--- src/rtl/ctrl_seq.sv ---
// Instruction sequencer: fetch/decode/execute of 1-2 word instructions with a
// return stack, one maskable vectored interrupt and a memory-wait timeout.
module ctrl_seq #(
  parameter int DATA_BUS_WIDTH = 8,
  parameter int ADDR_WIDTH     = 8,
  parameter int REG_SEL_WIDTH  = 2,
  parameter int STACK_DEPTH    = 4,
  parameter int MEM_TIMEOUT    = 15,
  parameter logic [ADDR_WIDTH-1:0] IRQ_VECTOR = ADDR_WIDTH'('hF0)
) (
  input  logic                      i_clock,
  input  logic                      i_reset,
  input  logic [DATA_BUS_WIDTH-1:0] i_bus_data_in,
  input  logic                      i_mem_op_done,
  input  logic                      i_flag_carry_in,
  input  logic                      i_flag_zero_in,
  input  logic [ADDR_WIDTH-1:0]     i_pc_value,
  input  logic                      i_irq,
  output logic                      o_mem_req,
  output logic                      o_mem_we,
  output logic                      o_addr_sel,
  output logic [2:0]                o_pc_op,
  output logic                      o_pc_load,
  output logic [ADDR_WIDTH-1:0]     o_pc_load_value,
  output logic [3:0]                o_alu_op,
  output logic                      o_reg_we,
  output logic [REG_SEL_WIDTH-1:0]  o_reg_sel_in,
  output logic [REG_SEL_WIDTH-1:0]  o_reg_sel_1,
  output logic [REG_SEL_WIDTH-1:0]  o_reg_sel_2,
  output logic [1:0]                o_mux_sel,
  output logic                      o_irq_ack,
  output logic                      o_fault
);
  localparam int DW  = DATA_BUS_WIDTH;
  localparam int AW  = ADDR_WIDTH;
  localparam int RW  = REG_SEL_WIDTH;
  localparam int SPW = $clog2(STACK_DEPTH + 1);
  localparam int IW  = (STACK_DEPTH > 1) ? $clog2(STACK_DEPTH) : 1;
  localparam int TW  = $clog2(MEM_TIMEOUT + 1);
  localparam logic [2:0] PC_NOP = 3'd0, PC_INC = 3'd1;
  localparam logic [1:0] MUX_ALU = 2'd0, MUX_MEM = 2'd1;

  typedef enum logic [2:0] {
    S_FETCH, S_DECODE, S_PARAM, S_MEM_WAIT, S_INC_PC, S_IRQ_ENTRY, S_FAULT
  } state_t;
  typedef enum logic [1:0] {K_ALU, K_CALL, K_JMP} kind_t;

  state_t               r_state;
  kind_t                r_kind;
  logic [AW-1:0]        r_stack [STACK_DEPTH];
  logic [SPW-1:0]       r_sp;
  logic [TW-1:0]        r_tmo;
  logic                 r_ie, r_in_isr, r_carry, r_zero, r_ldx_wr;
  logic                 r_mem_req, r_mem_we, r_addr_sel, r_pc_load, r_reg_we, r_irq_ack, r_fault;
  logic [2:0]           r_pc_op;
  logic [AW-1:0]        r_pc_load_value;
  logic [3:0]           r_alu_op;
  logic [RW-1:0]        r_reg_sel_in, r_reg_sel_1, r_reg_sel_2;
  logic [1:0]           r_mux_sel;

  logic [1:0]    w_op, w_sub;
  logic          w_b5, w_b6, w_full, w_empty, w_wait, w_tmo_hit, w_stk_fault, w_jmp_take, w_irq_go;
  logic [IW-1:0] w_push_idx, w_pop_idx;

  assign w_op       = i_bus_data_in[DW-1 -: 2];
  assign w_sub      = i_bus_data_in[DW-3 -: 2];
  assign w_b5       = i_bus_data_in[DW-5];
  assign w_b6       = i_bus_data_in[DW-6];
  assign w_full     = (r_sp == SPW'(STACK_DEPTH));
  assign w_empty    = (r_sp == '0);
  assign w_push_idx = r_sp[IW-1:0];
  assign w_pop_idx  = IW'(r_sp - 1'b1);
  assign w_wait     = (r_state == S_DECODE) || (r_state == S_PARAM) || (r_state == S_MEM_WAIT);
  assign w_tmo_hit  = w_wait && !i_mem_op_done && (r_tmo == TW'(MEM_TIMEOUT - 1));
  // Stack never wraps: underflow on RET/RETI and overflow on CALL both trap.
  assign w_stk_fault = i_mem_op_done &&
      (((r_state == S_DECODE) && (w_op == 2'b00) && (w_sub == 2'b10) && w_empty) ||
       ((r_state == S_PARAM) && (r_kind == K_CALL) && w_full));
  assign w_jmp_take = (w_sub == 2'b00) | (w_sub[1] & r_carry) | (w_sub[0] & r_zero);
  assign w_irq_go   = i_irq & r_ie & ~r_in_isr & ~w_full;

  always_ff @(posedge i_clock or posedge i_reset) begin
    if (i_reset) begin
      r_state <= S_FETCH;  r_kind <= K_ALU;  r_sp <= '0;  r_tmo <= '0;
      for (int i = 0; i < STACK_DEPTH; i++) r_stack[i] <= '0;
      r_ie <= 1'b0;  r_in_isr <= 1'b0;  r_carry <= 1'b0;  r_zero <= 1'b0;  r_ldx_wr <= 1'b0;
      r_mem_req <= 1'b0;  r_mem_we <= 1'b0;  r_addr_sel <= 1'b0;  r_pc_op <= PC_NOP;
      r_pc_load <= 1'b0;  r_pc_load_value <= '0;  r_alu_op <= '0;  r_reg_we <= 1'b0;
      r_reg_sel_in <= '0;  r_reg_sel_1 <= '0;  r_reg_sel_2 <= '0;  r_mux_sel <= MUX_ALU;
      r_irq_ack <= 1'b0;  r_fault <= 1'b0;
    end else begin
      r_pc_op <= PC_NOP;  r_pc_load <= 1'b0;  r_reg_we <= 1'b0;  r_irq_ack <= 1'b0;
      r_mem_req <= 1'b0;  r_mem_we <= 1'b0;  r_addr_sel <= 1'b0;  r_mux_sel <= MUX_ALU;
      r_tmo <= '0;
      if (r_state == S_FAULT || w_tmo_hit || w_stk_fault) begin
        r_state <= S_FAULT;  r_fault <= 1'b1;  r_pc_load_value <= '0;  r_alu_op <= '0;
        r_reg_sel_in <= '0;  r_reg_sel_1 <= '0;  r_reg_sel_2 <= '0;
      end else begin
        case (r_state)
          S_FETCH: begin
            r_mem_req <= 1'b1;  r_mux_sel <= MUX_MEM;  r_state <= S_DECODE;
          end
          S_DECODE: begin
            if (!i_mem_op_done) begin
              r_mem_req <= 1'b1;  r_mux_sel <= MUX_MEM;  r_tmo <= r_tmo + 1'b1;
            end else begin
              case (w_op)
                2'b00: begin
                  case (w_sub)
                    2'b00: r_state <= S_INC_PC;
                    2'b01: begin
                      r_kind <= K_CALL;  r_pc_op <= PC_INC;  r_mem_req <= 1'b1;
                      r_mux_sel <= MUX_MEM;  r_state <= S_PARAM;
                    end
                    2'b10: begin
                      r_sp <= r_sp - 1'b1;  r_pc_load <= 1'b1;
                      r_pc_load_value <= r_stack[w_pop_idx];
                      if (w_b5) r_in_isr <= 1'b0;
                      r_state <= S_FETCH;
                    end
                    default: begin
                      if (w_b5) r_ie <= w_b6;
                      r_state <= S_INC_PC;
                    end
                  endcase
                end
                2'b01: begin
                  r_alu_op <= i_bus_data_in[DW-3 -: 4];  r_reg_sel_1 <= i_bus_data_in[RW-1:0];
                  r_kind <= K_ALU;  r_pc_op <= PC_INC;  r_mem_req <= 1'b1;
                  r_mux_sel <= MUX_MEM;  r_state <= S_PARAM;
                end
                2'b10: begin
                  if (w_sub[1] == 1'b0) begin
                    r_ldx_wr <= w_sub[0];  r_mem_req <= 1'b1;  r_mem_we <= w_sub[0];
                    r_addr_sel <= 1'b1;  r_state <= S_MEM_WAIT;
                    if (w_sub[0]) r_reg_sel_1 <= i_bus_data_in[DW-5 -: RW];
                    else begin
                      r_reg_sel_in <= i_bus_data_in[DW-5 -: RW];  r_mux_sel <= MUX_MEM;
                    end
                  end else r_state <= S_INC_PC;
                end
                default: begin
                  r_pc_op <= PC_INC;
                  if (w_jmp_take) begin
                    r_kind <= K_JMP;  r_mem_req <= 1'b1;  r_mux_sel <= MUX_MEM;  r_state <= S_PARAM;
                  end else r_state <= S_INC_PC;
                end
              endcase
            end
          end
          S_PARAM: begin
            if (!i_mem_op_done) begin
              r_mem_req <= 1'b1;  r_mux_sel <= MUX_MEM;  r_tmo <= r_tmo + 1'b1;
            end else begin
              case (r_kind)
                K_ALU: begin
                  r_reg_sel_2 <= i_bus_data_in[DW-1 -: RW];
                  r_reg_sel_in <= i_bus_data_in[DW-1-RW -: RW];
                  r_reg_we <= 1'b1;  r_carry <= i_flag_carry_in;  r_zero <= i_flag_zero_in;
                  r_state <= S_INC_PC;
                end
                K_CALL: begin
                  r_stack[w_push_idx] <= i_pc_value + 1'b1;  r_sp <= r_sp + 1'b1;
                  r_pc_load <= 1'b1;  r_pc_load_value <= AW'(i_bus_data_in);  r_state <= S_FETCH;
                end
                default: begin
                  r_pc_load <= 1'b1;  r_pc_load_value <= AW'(i_bus_data_in);  r_state <= S_FETCH;
                end
              endcase
            end
          end
          S_MEM_WAIT: begin
            if (!i_mem_op_done) begin
              r_mem_req <= 1'b1;  r_mem_we <= r_ldx_wr;  r_addr_sel <= 1'b1;
              r_mux_sel <= r_ldx_wr ? MUX_ALU : MUX_MEM;  r_tmo <= r_tmo + 1'b1;
            end else begin
              if (!r_ldx_wr) begin
                r_reg_we <= 1'b1;  r_mux_sel <= MUX_MEM;
              end
              r_state <= S_INC_PC;
            end
          end
          S_INC_PC: begin
            r_pc_op <= PC_INC;
            r_state <= w_irq_go ? S_IRQ_ENTRY : S_FETCH;
          end
          S_IRQ_ENTRY: begin
            r_stack[w_push_idx] <= i_pc_value;  r_sp <= r_sp + 1'b1;
            r_pc_load <= 1'b1;  r_pc_load_value <= IRQ_VECTOR;  r_irq_ack <= 1'b1;
            r_in_isr <= 1'b1;  r_state <= S_FETCH;
          end
          default: r_state <= S_FETCH;
        endcase
      end
    end
  end

  assign o_mem_req = r_mem_req;      assign o_mem_we = r_mem_we;
  assign o_addr_sel = r_addr_sel;    assign o_pc_op = r_pc_op;
  assign o_pc_load = r_pc_load;      assign o_pc_load_value = r_pc_load_value;
  assign o_alu_op = r_alu_op;        assign o_reg_we = r_reg_we;
  assign o_reg_sel_in = r_reg_sel_in; assign o_reg_sel_1 = r_reg_sel_1;
  assign o_reg_sel_2 = r_reg_sel_2;  assign o_mux_sel = r_mux_sel;
  assign o_irq_ack = r_irq_ack;      assign o_fault = r_fault;
endmodule

--- config.mk ---
export PLATFORM = sky130hd
export DESIGN_NAME = ctrl_seq
export DESIGN_NICKNAME = d
export VERILOG_FILES = /design/src/rtl/ctrl_seq.sv
export SDC_FILE = /design/constraint.sdc
export NUM_CORES = 1
export LEC_CHECK = 0
export CORE_UTILIZATION = 43
export DETAILED_ROUTE_END_ITERATION = 12
export SKIP_LAST_GASP = 1
export SLEW_MARGIN = 25
export SYNTH_ARGS = -nofsm -noshare
export SYNTH_HDL_FRONTEND = slang
export SYNTH_SLANG_ARGS = --single-unit
export TNS_END_PERCENT = 30
--- constraint.sdc ---
create_clock -name i_clock -period 3.8 [get_ports i_clock]
set_clock_uncertainty 0.15 [all_clocks]
set_input_delay 0.95 -clock i_clock [delete_from_list [all_inputs] [get_ports i_clock]]
set_output_delay 0.95 -clock i_clock [all_outputs]
set_load 0.01 [all_outputs]
==> flow_summary.ini <==
[routing]
ant_nets = 0
viasPerCell = 5.63
post_drt_wl_per_cell_um = 17.5
vias = 3136
drt_iter0_drc = 124
post-route-drc-count = 0
drt_wl_total_um = 9740
drtPass1Iterations = 4

[synth]
avgSynthCellArea_um2 = 11.2
synth.top_cell.area_share_pct = 45.9
synth_area_leaders = dfrtp_1, mux2_2, mux4_2, ha_1, a21oi_1
yosysUniqueCellTypes = 62
postSynthCellCount = 371
synth.cell_area_um2 = 4140
yosysTopAreaCell = dfrtp_1
synth_warnings = 0
synth_edf_count = 0
synth_common_cells = dfrtp_1, mux2_2, nand2_1
yosysSeqAreaShare_pct = 45.9
synth-async-reset-ratio_pct = 100
synthFlopType = dfrtp_1
yosysMostFrequentCell = dfrtp_1
ys_seq_elements = 76

[job]
maxCapViolations = 0

[critical_path]
rr_worst_depth = 6
worstReg2RegStart = r_sp[0]
crit_path_start_kind = primary input
crit_type = in2reg
arrival_ns = 3.14
rrSetupSlack_ns = 0.98
r2r-end = o_pc_load_value[1]
path_max_fanout = 6
cp-end-kind = register
cp.required_ns = 3.89

[global_route]
grt_pass1_wl_um = 16300
grt_pass1_vias = 3133
grt_antenna_before_repair = 0
grt_max_degree = 31
grt_remaining_overflow = 0
grt_use_total_pct = 21.4

[timing]
hold_ws_ns = 0.331
fmax_mhz = 328
finalMaxSlewViolations = 0
hold_viol = 0
worst_pin_slew_ns = 0.684
period_needed_ns = 3.05
relSlewSlack_pct = 54.4
grt_setup_unrepaired = no
fin_crit_sh_pct = 80.2
setup_viol = 0
tns_ns = 0

[place]
port_buffers = 48
dp_hpwl_um = 7040
gp_congestion = 0.874
placed_cells = 541

[final_layout]
stdcell_count = 557
nNetsFinal = 458
drive_above_1_share_pct = 22.0
n_antenna_cell = 0
syn2layout_area_growth_pct = 20.3

[pwr]
power_density_nw_per_um2 = 756
vdd_drop_max_mv = 0.299
leakage_nw = 2.16

[floorplan]
pin_count = 52
fp.coreArea_um2 = 9280
start_util_pct = 44.6
fp.dieW_um = 100
die-area_um2 = 10000
placementRows = 35
die_h_um = 100

[worst_hold_path]
hold_path_startpoint = r_tmo[0]
worst_hold_path.endpoint = r_tmo[0]
min_path_cells = 1
hp-class = reg2reg

[outcome]
status = complete, no violations

[cts]
cts_inserted_buffers = 9
htreeDepth = 3
numClockSinks = 76
cts_buffer_depth = 2
hold_buffers = 0
cts_tree = yes
post_cts_resized = 0
cts_root_buf = clkbuf_8
path_clk_slew_ns = 0.08
clk_latency_ns = 0.35
cts_setup_buffers = 0
state kept, by name, summed over array words and instances, names as in the netlist, 2 cells and up:
signal	flops
o_reg_sel_2	2
r_tmo	4
o_pc_load_value	8
o_alu_op	4
r_sp	3
r_stack	32
o_reg_sel_1	2
r_kind	2
r_state	3
o_reg_sel_in	2
placed cells by master, fill, tap and decap left out, types with 2 or more instances in the layout:
master / instances
and3_1: 4
a21oi_1: 18
a31oi_1: 6
mux2_1: 2
clkinv_4: 3
a32o_1: 3
dfrtp_1: 76
nand3_1: 10
nand2_2: 4
a22o_1: 10
mux2_2: 38
nor2_1: 18
nor3_1: 17
a22oi_1: 4
a21o_1: 3
nand2b_1: 8
nor2b_1: 2
and2_1: 2
mux2i_1: 2
or3b_2: 2
nand2_1: 20
inv_1: 10
buf_4: 13
xnor2_1: 10
ha_1: 13
conb_1: 3
clkdlybuf4s50_1: 48
clkbuf_8: 10
o21ai_0: 18
a211oi_1: 3
mux4_2: 8
o22ai_1: 3
xor2_1: 2
nand4_1: 2
routing by layer:
layer / wire length, um / share of wire [%] / GRT usage [%]
met1: 4470 / 46 / 29.1
met2: 4600 / 47 / 34.3
met3: 467 / 4.8 / 3.48
met4: 211 / 2.2 / 8.81
met5: 0 / 0 / 0
critical path, cell delays in order:
cell and delay, ns:
clkdlybuf4s50_1 0.48, inv_1 0.09, ha_1 0.22, nor4b_1 0.15
a32o_1 0.29, a31o_2 0.33, nor4_2 0.28, mux2_1 0.35
worst max-delay path by stage:
stage	start	to	cells past startpoint
global placement	i_bus_data_in[4]	r_ie	8
detailed placement	i_bus_data_in[4]	r_ie	8
global route	i_bus_data_in[4]	r_ie	8
floorplan	i_reset	o_addr_sel	1
CTS	i_bus_data_in[4]	r_ie	8
finish	i_bus_data_in[4]	r_ie	8
kinds of logic (layout without fill, tap and decap cells):
logic type / Yosys count / after routing / synth area share, %
compound gates: 80 / 80 / 13.3
xor+xnor: 12 / 12 / 2.54
fa+ha+maj: 13 / 13 / 3.93
buf+inv: 33 / 88 / 3.81
flops: 76 / 76 / 45.9
mux: 50 / 50 / 15.7
other cells: 1 / 3 / 0.0905
simple gates: 106 / 106 / 14.7
layout make-up:
cell class                 instances  area [um2]
timing repair buffer              61         578
inverter                          11        41.3
sequential                        76        1900
fill                             858        4300
tap                              129         161
clock inverter                     6        72.6
multi-input combinational        264        2090
clock buffer                      10         138
metrics by stage:
step	setup slack (ns)	utilization, %	power, mW	area, um2
finish	0.753	53.7	3.77	4980
global route	0.662	53.7	4.03	4980
CTS	0.782	53.7	3.80	4980
detailed placement	0.418	51.4	3.14	4770
global placement	0.438	51.4	3.10	4770
floorplan	0.762	-	2.56	4150
report_power, final:
| group | switching (mW) | total (mW) | leakage [nW] | internal (mW) |
|---|---|---|---|---|
| clock network | 0.321 | 0.649 | 0.108 | 0.328 |
| logic | 0.835 | 1.73 | 1.08 | 0.891 |
| registers | 0.257 | 1.39 | 0.970 | 1.14 |
No activity file was read; power rests on OpenSTA's default activity.
